File: src/rtl/mesi_pkg.sv
// Shared types and state encodings for the MESI line tracker.
package mesi_pkg;

  typedef enum logic [1:0] {
    MODIFIED  = 2'd0,
    EXCLUSIVE = 2'd1,
    SHARED    = 2'd2,
    INVALID   = 2'd3
  } mesi_state_t;

  typedef enum logic [1:0] {
    BUS_NONE = 2'd0,
    BUS_RD   = 2'd1,
    BUS_RDX  = 2'd2
  } bus_req_t;

  localparam logic [1:0] ST_M = 2'd0;
  localparam logic [1:0] ST_E = 2'd1;
  localparam logic [1:0] ST_S = 2'd2;
  localparam logic [1:0] ST_I = 2'd3;

endpackage

File: src/rtl/mesi_line_next.sv
// Combinational MESI transition for one line: snoop applied first, then the
// processor request is evaluated against the post-snoop state.
module mesi_line_next
  import mesi_pkg::*;
(
  input  logic [1:0] cur_i,
  input  logic       snp_valid_i,
  input  logic       snp_write_i,
  input  logic       pr_valid_i,
  input  logic       pr_write_i,
  input  logic       pr_shared_i,
  output logic [1:0] post_snp_o,
  output logic [1:0] next_o,
  output logic       hit_o,
  output logic       bus_req_o,
  output logic       excl_o,
  output logic       flush_o
);

  mesi_state_t cur;
  mesi_state_t post;
  mesi_state_t nxt;
  bus_req_t    kind;

  assign cur = mesi_state_t'(cur_i);

  always_comb begin
    post    = cur;
    flush_o = 1'b0;
    if (snp_valid_i) begin
      case (cur)
        MODIFIED: begin
          post    = snp_write_i ? INVALID : SHARED;
          flush_o = 1'b1;
        end
        EXCLUSIVE: post = snp_write_i ? INVALID : SHARED;
        SHARED:    post = snp_write_i ? INVALID : SHARED;
        default:   post = INVALID;
      endcase
    end
  end

  always_comb begin
    nxt   = post;
    hit_o = 1'b0;
    kind  = BUS_NONE;
    if (pr_valid_i) begin
      case (post)
        INVALID: begin
          if (pr_write_i) begin
            nxt  = MODIFIED;
            kind = BUS_RDX;
          end else begin
            nxt  = pr_shared_i ? SHARED : EXCLUSIVE;
            kind = BUS_RD;
          end
        end
        SHARED: begin
          if (pr_write_i) begin
            nxt  = MODIFIED;
            kind = BUS_RDX;
          end else begin
            hit_o = 1'b1;
          end
        end
        EXCLUSIVE: begin
          hit_o = 1'b1;
          if (pr_write_i) nxt = MODIFIED;
        end
        default: hit_o = 1'b1;
      endcase
    end
  end

  assign post_snp_o = post;
  assign next_o     = nxt;
  assign bus_req_o  = (kind != BUS_NONE);
  assign excl_o     = (kind == BUS_RDX);

endmodule

File: src/rtl/mesi_line_table.sv
// Per-line MESI state table for one private cache: one processor request and
// one snoop per cycle, registered responses and a running dirty-line count.
module mesi_line_table
  import mesi_pkg::*;
#(
  parameter  int NUM_LINES = 8,
  localparam int IDX_W     = $clog2(NUM_LINES),
  localparam int CNT_W     = $clog2(NUM_LINES + 1)
) (
  input  logic             clk,
  input  logic             rst,
  input  logic             pr_valid,
  input  logic             pr_write,
  input  logic [IDX_W-1:0] pr_index,
  input  logic             pr_shared,
  input  logic             snp_valid,
  input  logic             snp_write,
  input  logic [IDX_W-1:0] snp_index,
  output logic             rsp_valid,
  output logic             rsp_hit,
  output logic [1:0]       rsp_state,
  output logic             bus_req_valid,
  output logic             bus_req_excl,
  output logic             snp_rsp_valid,
  output logic             snp_shared,
  output logic             snp_flush,
  output logic [CNT_W-1:0] dirty_count
);

  localparam logic [IDX_W:0] LIMIT = NUM_LINES[IDX_W:0];
  localparam logic [CNT_W:0] ONE   = {{CNT_W{1'b0}}, 1'b1};

  logic [1:0]       lines_q [NUM_LINES];
  logic [1:0]       lines_d [NUM_LINES];
  logic [CNT_W-1:0] dirty_q, dirty_d;
  logic [CNT_W:0]   dirty_sum;

  logic       rsp_valid_q, rsp_hit_q, bus_req_valid_q, bus_req_excl_q;
  logic [1:0] rsp_state_q;
  logic       snp_rsp_valid_q, snp_shared_q, snp_flush_q;

  logic       snp_in_rng, pr_in_rng, snp_eff, pr_eff, same_idx;
  logic [1:0] snp_cur, pr_raw, pr_cur;
  logic [1:0] snp_post, snp_next, pr_post, pr_next;
  logic       snp_hit, snp_bus, snp_excl, snp_flush_c;
  logic       pr_hit, pr_bus, pr_excl, pr_flush;

  assign snp_in_rng = ({1'b0, snp_index} < LIMIT);
  assign pr_in_rng  = ({1'b0, pr_index} < LIMIT);
  assign snp_eff    = snp_valid && snp_in_rng;
  assign pr_eff     = pr_valid && pr_in_rng;
  assign same_idx   = (snp_index == pr_index);

  always_comb begin
    snp_cur = ST_I;
    pr_raw  = ST_I;
    if (snp_in_rng) snp_cur = lines_q[snp_index];
    if (pr_in_rng)  pr_raw  = lines_q[pr_index];
  end

  // A same-cycle snoop to the same line is seen by the processor request.
  assign pr_cur = (snp_eff && same_idx) ? snp_post : pr_raw;

  mesi_line_next u_snp (
    .cur_i       (snp_cur),
    .snp_valid_i (snp_eff),
    .snp_write_i (snp_write),
    .pr_valid_i  (1'b0),
    .pr_write_i  (1'b0),
    .pr_shared_i (1'b0),
    .post_snp_o  (snp_post),
    .next_o      (snp_next),
    .hit_o       (snp_hit),
    .bus_req_o   (snp_bus),
    .excl_o      (snp_excl),
    .flush_o     (snp_flush_c)
  );

  mesi_line_next u_pr (
    .cur_i       (pr_cur),
    .snp_valid_i (1'b0),
    .snp_write_i (1'b0),
    .pr_valid_i  (pr_eff),
    .pr_write_i  (pr_write),
    .pr_shared_i (pr_shared),
    .post_snp_o  (pr_post),
    .next_o      (pr_next),
    .hit_o       (pr_hit),
    .bus_req_o   (pr_bus),
    .excl_o      (pr_excl),
    .flush_o     (pr_flush)
  );

  logic unused_ok;
  assign unused_ok = ^{snp_hit, snp_bus, snp_excl, pr_post, pr_flush};

  always_comb begin
    for (int i = 0; i < NUM_LINES; i++) begin
      lines_d[i] = lines_q[i];
      if (snp_eff && (snp_index == IDX_W'(i))) lines_d[i] = snp_next;
      if (pr_eff && (pr_index == IDX_W'(i)))   lines_d[i] = pr_next;
    end
  end

  // Net change in MODIFIED lines; an overlapping pair counts as one line.
  always_comb begin
    dirty_sum = {1'b0, dirty_q};
    if (pr_eff) begin
      if (pr_raw == ST_M)  dirty_sum = dirty_sum - ONE;
      if (pr_next == ST_M) dirty_sum = dirty_sum + ONE;
    end
    if (snp_eff && !(pr_eff && same_idx)) begin
      if (snp_cur == ST_M)  dirty_sum = dirty_sum - ONE;
      if (snp_next == ST_M) dirty_sum = dirty_sum + ONE;
    end
    dirty_d = dirty_sum[CNT_W-1:0];
  end

  always_ff @(posedge clk) begin
    if (rst) begin
      for (int i = 0; i < NUM_LINES; i++) lines_q[i] <= ST_I;
      dirty_q         <= '0;
      rsp_valid_q     <= 1'b0;
      rsp_hit_q       <= 1'b0;
      rsp_state_q     <= ST_I;
      bus_req_valid_q <= 1'b0;
      bus_req_excl_q  <= 1'b0;
      snp_rsp_valid_q <= 1'b0;
      snp_shared_q    <= 1'b0;
      snp_flush_q     <= 1'b0;
    end else begin
      for (int i = 0; i < NUM_LINES; i++) lines_q[i] <= lines_d[i];
      dirty_q         <= dirty_d;
      rsp_valid_q     <= pr_valid;
      rsp_hit_q       <= pr_eff && pr_hit;
      rsp_state_q     <= pr_eff ? pr_next : ST_I;
      bus_req_valid_q <= pr_eff && pr_bus;
      bus_req_excl_q  <= pr_eff && pr_excl;
      snp_rsp_valid_q <= snp_valid;
      snp_shared_q    <= snp_eff && (snp_cur != ST_I);
      snp_flush_q     <= snp_eff && snp_flush_c;
    end
  end

  assign rsp_valid     = rsp_valid_q;
  assign rsp_hit       = rsp_hit_q;
  assign rsp_state     = rsp_state_q;
  assign bus_req_valid = bus_req_valid_q;
  assign bus_req_excl  = bus_req_excl_q;
  assign snp_rsp_valid = snp_rsp_valid_q;
  assign snp_shared    = snp_shared_q;
  assign snp_flush     = snp_flush_q;
  assign dirty_count   = dirty_q;

endmodule
File: config.mk
export PLATFORM = sky130hd
export DESIGN_NAME = mesi_line_table
export DESIGN_NICKNAME = d
export VERILOG_FILES = /design/src/rtl/mesi_pkg.sv /design/src/rtl/mesi_line_next.sv /design/src/rtl/mesi_line_table.sv
export SDC_FILE = /design/constraint.sdc
export NUM_CORES = 1
export LEC_CHECK = 0
export CAP_MARGIN = 20
export CORE_MARGIN = 2
export CORE_UTILIZATION = 50
export CTS_CLUSTER_DIAMETER = 80
export DETAILED_ROUTE_END_ITERATION = 8
export GPL_TIMING_DRIVEN = 0
export PLACE_DENSITY = 0.83
export SLEW_MARGIN = 20
export SYNTH_ARGS = -nofsm -noshare
export SYNTH_HDL_FRONTEND = slang
export SYNTH_SLANG_ARGS = --single-unit
File: constraint.sdc
create_clock -name clk -period 4.6 [get_ports clk]
set_input_delay 1.38 -clock clk [delete_from_list [all_inputs] [get_ports clk]]
set_output_delay 1.38 -clock clk [all_outputs]
set_load 0.01 [all_outputs]
### Yosys cells after proc, flatten, opt, wreduce, memory -nomap -nowiden

Memories as Yosys holds them, arrays and structs flattened.
Cells that the tools add are included.

| word-level totals | value |
|---|---|
| logic and storage cells | 149 |
| memory bits (read-only) | 0 |
| bits in writable memories | 16 |
| memories | 1 |
| bits in registers | 13 |
| input port bits | 13 |
| output and inout port bits | 13 |
| latch bits | 0 |

Memory list:

| name | depth | width | rd ports | clocked after memory_dff | write ports | line | source |
|---|---|---|---|---|---|---|---|
| lines_q | 8 | 2 | 2 | 0 | 8 | mesi_line_table.sv:33 | `logic [1:0] lines_q [NUM_LINES];` |

| operators by class | value |
|---|---|
| muxes and demuxes | 53 |
| $lt $le $gt $ge | 0 |
| equality and inequality tests | 30 |
| div/mod/pow operators | 0 |
| add/sub/neg operators | 4 |
| shifts and indexed selects | 0 |
| reductions and logical operators | 43 |
| multipliers | 0 |
| bitwise gates (word level) | 9 |

Operators with widths:

| kind | number |
|---|---|
| 2-bit two-way mux | 34 |
| 4-bit two-way mux | 8 |
| 3-bit == test, second input constant | 8 |
| 1-bit logical AND | 24 |
| 2-bit inequality test, second input constant | 9 |
| 2-bit AND reduction | 8 |
| 3-bit by 2-bit == test with 1-bit output, second input constant | 4 |
| 4-bit by 1-bit adder with 4-bit output, second input constant | 2 |
| 2-bit == test, second input constant | 4 |
| 2-bit zero test | 4 |
| 1-bit two-way mux | 8 |
| 1-bit bitwise OR | 8 |
| 2-bit case mux with 2 select lines | 2 |
| 4-bit by 1-bit subtractor with 4-bit output, second input constant | 2 |
| 3-bit by 1-bit == test with 1-bit output, second input constant | 2 |
| 3-bit zero test | 2 |
| 2-bit by 1-bit == test with 1-bit output, second input constant | 2 |
| 2-bit OR reduction | 2 |
| 3-bit == test | 1 |
| 3-bit OR reduction | 1 |
| 1-bit case mux with 2 select lines | 1 |
| 2-bit nonzero test | 1 |
| 1-bit zero test | 1 |
| 1-bit inverter | 1 |

### Longest topological paths before layout

An unclocked memory read counts as a cell.

| depth | value |
|---|---|
| depth after elaboration | 19 |
| gate-level depth with buffers | 16 |
| gate-level depth less buffers | 15 |

### Modules after synthesis

From an unflattened synthesis, not the netlist that was laid out.

| second synthesis, totals | value |
|---|---|
| cell total of the unflattened synthesis | 286 |
| area, all modules | 2527.4 µm² |

Modules (own cells, without submodules):

| module | area an instance (µm²) | instances | cells an instance |
|---|---|---|---|
| mesi_line_table | 2192.1 | 1 | 238 |
| mesi_line_next | 167.7 | 2 | 24 |

### Least setup slack after synthesis

OpenSTA, ideal clock, no wires.

| timing | value |
|---|---|
| kind | input-to-reg |
| from | input snp_index[1] |
| to | register dirty_q[3], in the netlist dirty_count[3] |
| data arrival time | 4.417 ns |
| path buffers | 1 |
| slack | 0.058 ns |
| required time | 4.475 ns |
| stages on the path | 15 |
| path through | buf_2 mux4_2 mux2i_1 nor2_1 nor3_1 a21oi_1 ha_1 inv_1 o21ai_0 o31ai_4 a2111o_1 o2111a_2 and4b_1 xnor2_1 nor2_1 |

| between the ends | value |
|---|---|
| longest elaborated chain between the ends | 19 |
| elaborated cells between the ends (all ways) | 30 |
| classes of those cells | add/sub (2); eq/ne (6); mux (12); reduce/logical (9); memory (1) |

Ends and longest elaborated chain:

| element | line | source |
|---|---|---|
| start: declaration | mesi_line_table.sv:18 | `input logic [IDX_W-1:0] snp_index,` |
| memory 8 x 2 bit | n/a |  |
| 2-bit by 1-bit == test with 1-bit output (tied with other cells) | mesi_line_next.sv:31 | `case (cur)` |
| 3-bit OR reduction (no source line) | n/a |  |
| 2-bit two-way mux | n/a |  |
| 2-bit two-way mux | mesi_line_next.sv:30 | `if (snp_valid_i) begin` |
| 2-bit two-way mux | mesi_line_table.sv:62 | `assign pr_cur = (snp_eff && same_idx) ? snp_post : pr_raw;` |
| 2-bit == test / 2-bit by 1-bit == test with 1-bit output (equally long branches) | mesi_line_next.sv:48 | `case (post)` |
| 2-bit OR reduction (no source line) | n/a |  |
| [... 3 more ...] | n/a |  |
| 4-bit two-way mux | mesi_line_table.sv:110 | `if (pr_next == ST_M) dirty_sum = dirty_sum + ONE;` |
| 4-bit two-way mux | mesi_line_table.sv:108 | `if (pr_eff) begin` |
| 4-bit by 1-bit subtractor with 4-bit output | mesi_line_table.sv:113 | `if (snp_cur == ST_M) dirty_sum = dirty_sum - ONE;` |
| 4-bit two-way mux | mesi_line_table.sv:113 |  |
| 4-bit two-way mux | mesi_line_table.sv:112 | `if (snp_eff && !(pr_eff && same_idx)) begin` |
| 4-bit by 1-bit adder with 4-bit output | mesi_line_table.sv:114 | `if (snp_next == ST_M) dirty_sum = dirty_sum + ONE;` |
| 4-bit two-way mux | mesi_line_table.sv:114 |  |
| 4-bit two-way mux * | mesi_line_table.sv:112 |  |
| end signal: assignment | mesi_line_table.sv:133 | `dirty_q <= dirty_d;` |
| end: declaration | mesi_line_table.sv:35 | `logic [CNT_W-1:0] dirty_q, dirty_d;` |

Mark *: on every way between the ends. The rest lies on a longest branch, timed or not. The select of a mux whose other input is x is not followed.
A chain may end at the register's enable or synchronous reset.

==> out/results.ini <==
[status]
status=completed

[logic_synthesis]
synth_seq_cells=29
synth_ff_type=edfxtp_1
ys_async_sr_fraction_pct=0
netlist_area_um2=2100
ys_warn_count=0
yosysTopAreaCell=edfxtp_1
synth_top_area_share_pct=22.9
synth_edf_count=16
yosysSeqAreaShare_pct=35.3
ys_top_cells_by_area=edfxtp_1 23%, dfxtp_1 12%, mux4_2 6.4%
syn_avg_cell_area_um2=9.58
postSynthCellCount=219
syn_nets=237
yosys-top-cells-count=19 x nand2_1, 19 x nor2_1, 16 x edfxtp_1, 14 x a21oi_1, 13 x dfxtp_1
synth_cell_types=57

[power_and_ir_drop]
p_leak_nw=0.872
power.density_nw_per_um2=234
p_comb_share_pct=20.3
pwr-share-clk_pct=32.8
power.total_uw=603
p_int_uw=434
p_seq_share_pct=46.9
ir_drop_v=0.000173
netSwitchingFraction_pct=28.0
p_sw_uw=169

[final_layout]
largest_register_ffs=16
regMostFlops=lines_q
fin_nets=269
area_growth_pct=23.0
stdcell_count=301
finish.instance_area_um2=2580
diodes=0
utilization_pct=64.0
drive_above_1_share_pct=17.1

[placement]
dp_cells=293
place_congestion=0.824
postPlaceCellArea_um2=2400
pre_cts_slack_ns=-1.16
port_buffers=24
hpwl_um=3840

[flow_run]
maxCapViolations=0

[worst_setup_path]
crit_fanout=6
cp.required_ns=4.61
end_kind=flip-flop
crit_path_start_kind=primary input
worstRegToRegCells=10
crit_type=primary input to flip-flop
arrival_ns=4.45

[detailed_routing]
viasPerCell=6.06
drt-pass1-iter-count=4
vias=1825
drcViolationCount=0
drt-total-wl_um=5260
wl_per_cell_um=17.5
drtIter0Drc=158
antenna_left=0

[floorplan]
die_height_um=68.8
initial_core_util_pct=52.1
die_w_um=68.8
core_area_um2=4030
pin_count=26
rows=23
dieArea_um2=4730

[hold_path]
hp-class=flip-flop to flip-flop
min_path_cells=3

[clock_tree]
cts_tree=built
cts.root.buffer_cell=clkbuf_8
cts_num_sinks=29
clk_pin_slew_ns=0.06
cts_buffers=5
clk-insertion-delay-late_ns=0.28
clockBufferDepth=2
htreeDepth=2
hold_buffers=0

[grt]
grt_pass1_wl_um=8390
overflow=0
track_usage_pct=25.0
grt_pass1_vias=1765
antenna_found_initial=0
grt_max_degree=11

[sta]
clock.fmax_ghz=0.225
timing.final.max_slew_violations=0
tightest_slew_ns=0.571
relSlewSlack_pct=62.0
layout_min_cycle_time_ns=4.44
clock_skew_ns=0.00747
setup_violations=0
timing.final.ws_setup_ns=0.163
finalSetupTns_ns=0
fin_crit_sh_pct=96.5
fin_hold_ws_ns=0.646
finalHoldViolCount=0

[cell type report]
class,count,area [um^2]
Buffer,10,73.8
Timing Repair Buffer,25,240
Inverter,8,30.0
Fill cell,349,1450
Tap cell,50,62.6
Clock inverter,1,3.75
Sequential cell,29,741
Multi-Input combinational cell,172,1360
Clock buffer,6,72.6
[worst max-delay path: stages]
cell and delay, ns:
dlygate4sd2_1 0.31, mux4_1 0.65, mux2i_2 0.37, a21oi_2 0.13
inv_1 0.11, ha_1 0.19, nor2b_2 0.07, and3b_2 0.25
a22oi_1 0.47, nor2b_2 0.40, nand2_1 0.10
[path summary, 6_finish.rpt]
path                               startpoint                           to  slack, ns
setup / recovery                  pr_index[1]  lines_q[4][1]$_SDFFCE_PN1P_       0.16
setup reg to reg  lines_q[3][0]$_SDFFCE_PN1P_  lines_q[4][1]$_SDFFCE_PN1P_       1.23
hold / removal      dirty_count[3]$_SDFF_PP0_    dirty_count[3]$_SDFF_PP0_       0.65
hold reg to reg     dirty_count[3]$_SDFF_PP0_    dirty_count[3]$_SDFF_PP0_       0.65
[power groups by stage]
stage | clock network, mW | registers, mW | logic, mW
after floorplan | 0 | 0.290 | 0.0699
after global placement | 0 | 0.288 | 0.110
after detailed placement | 0 | 0.288 | 0.112
after CTS | 0.197 | 0.283 | 0.117
after global routing | 0.209 | 0.283 | 0.133
final | 0.198 | 0.283 | 0.122
[logic make-up (layout without fill, tap and decap cells)]
family	Yosys count	after routing	share of synthesized area, %
simple gates	103	103	27.0
flops	29	29	35.3
mux	19	19	14.7
buf+inv	18	50	3.76
xor+xnor	9	9	3.76
compound gates	36	36	12.5
fa+ha+maj	5	5	2.98
[routing by layer]
metal / track usage (%) / vias to the layer above / routed length (um)
met1: 28.3 / 868 / 2180
met3: 4.87 / 15 / 259
met4: 12.0 / 0 / 156
li1: - / 878 / -
met2: 44.8 / 64 / 2660
met5: 0 / - / 0
[placed cells by master, fill, tap and decap left out, types with 8 or more instances in the layout]
cell type and n:
clkdlybuf4s50_1 21, nor2_1 19, nand2_1 18, edfxtp_1 16, a21oi_1 13, dfxtp_1 13
nor3_1 11, or2_1 9, inv_1 8, xnor2_1 8
[repair_timing]
item,CTS,global route
setup endpoints to repair,22,11
gates resized for setup,22,11
buffers inserted,0,1
hold endpoints to repair,0,0
(Power assumes the default switching activity.)
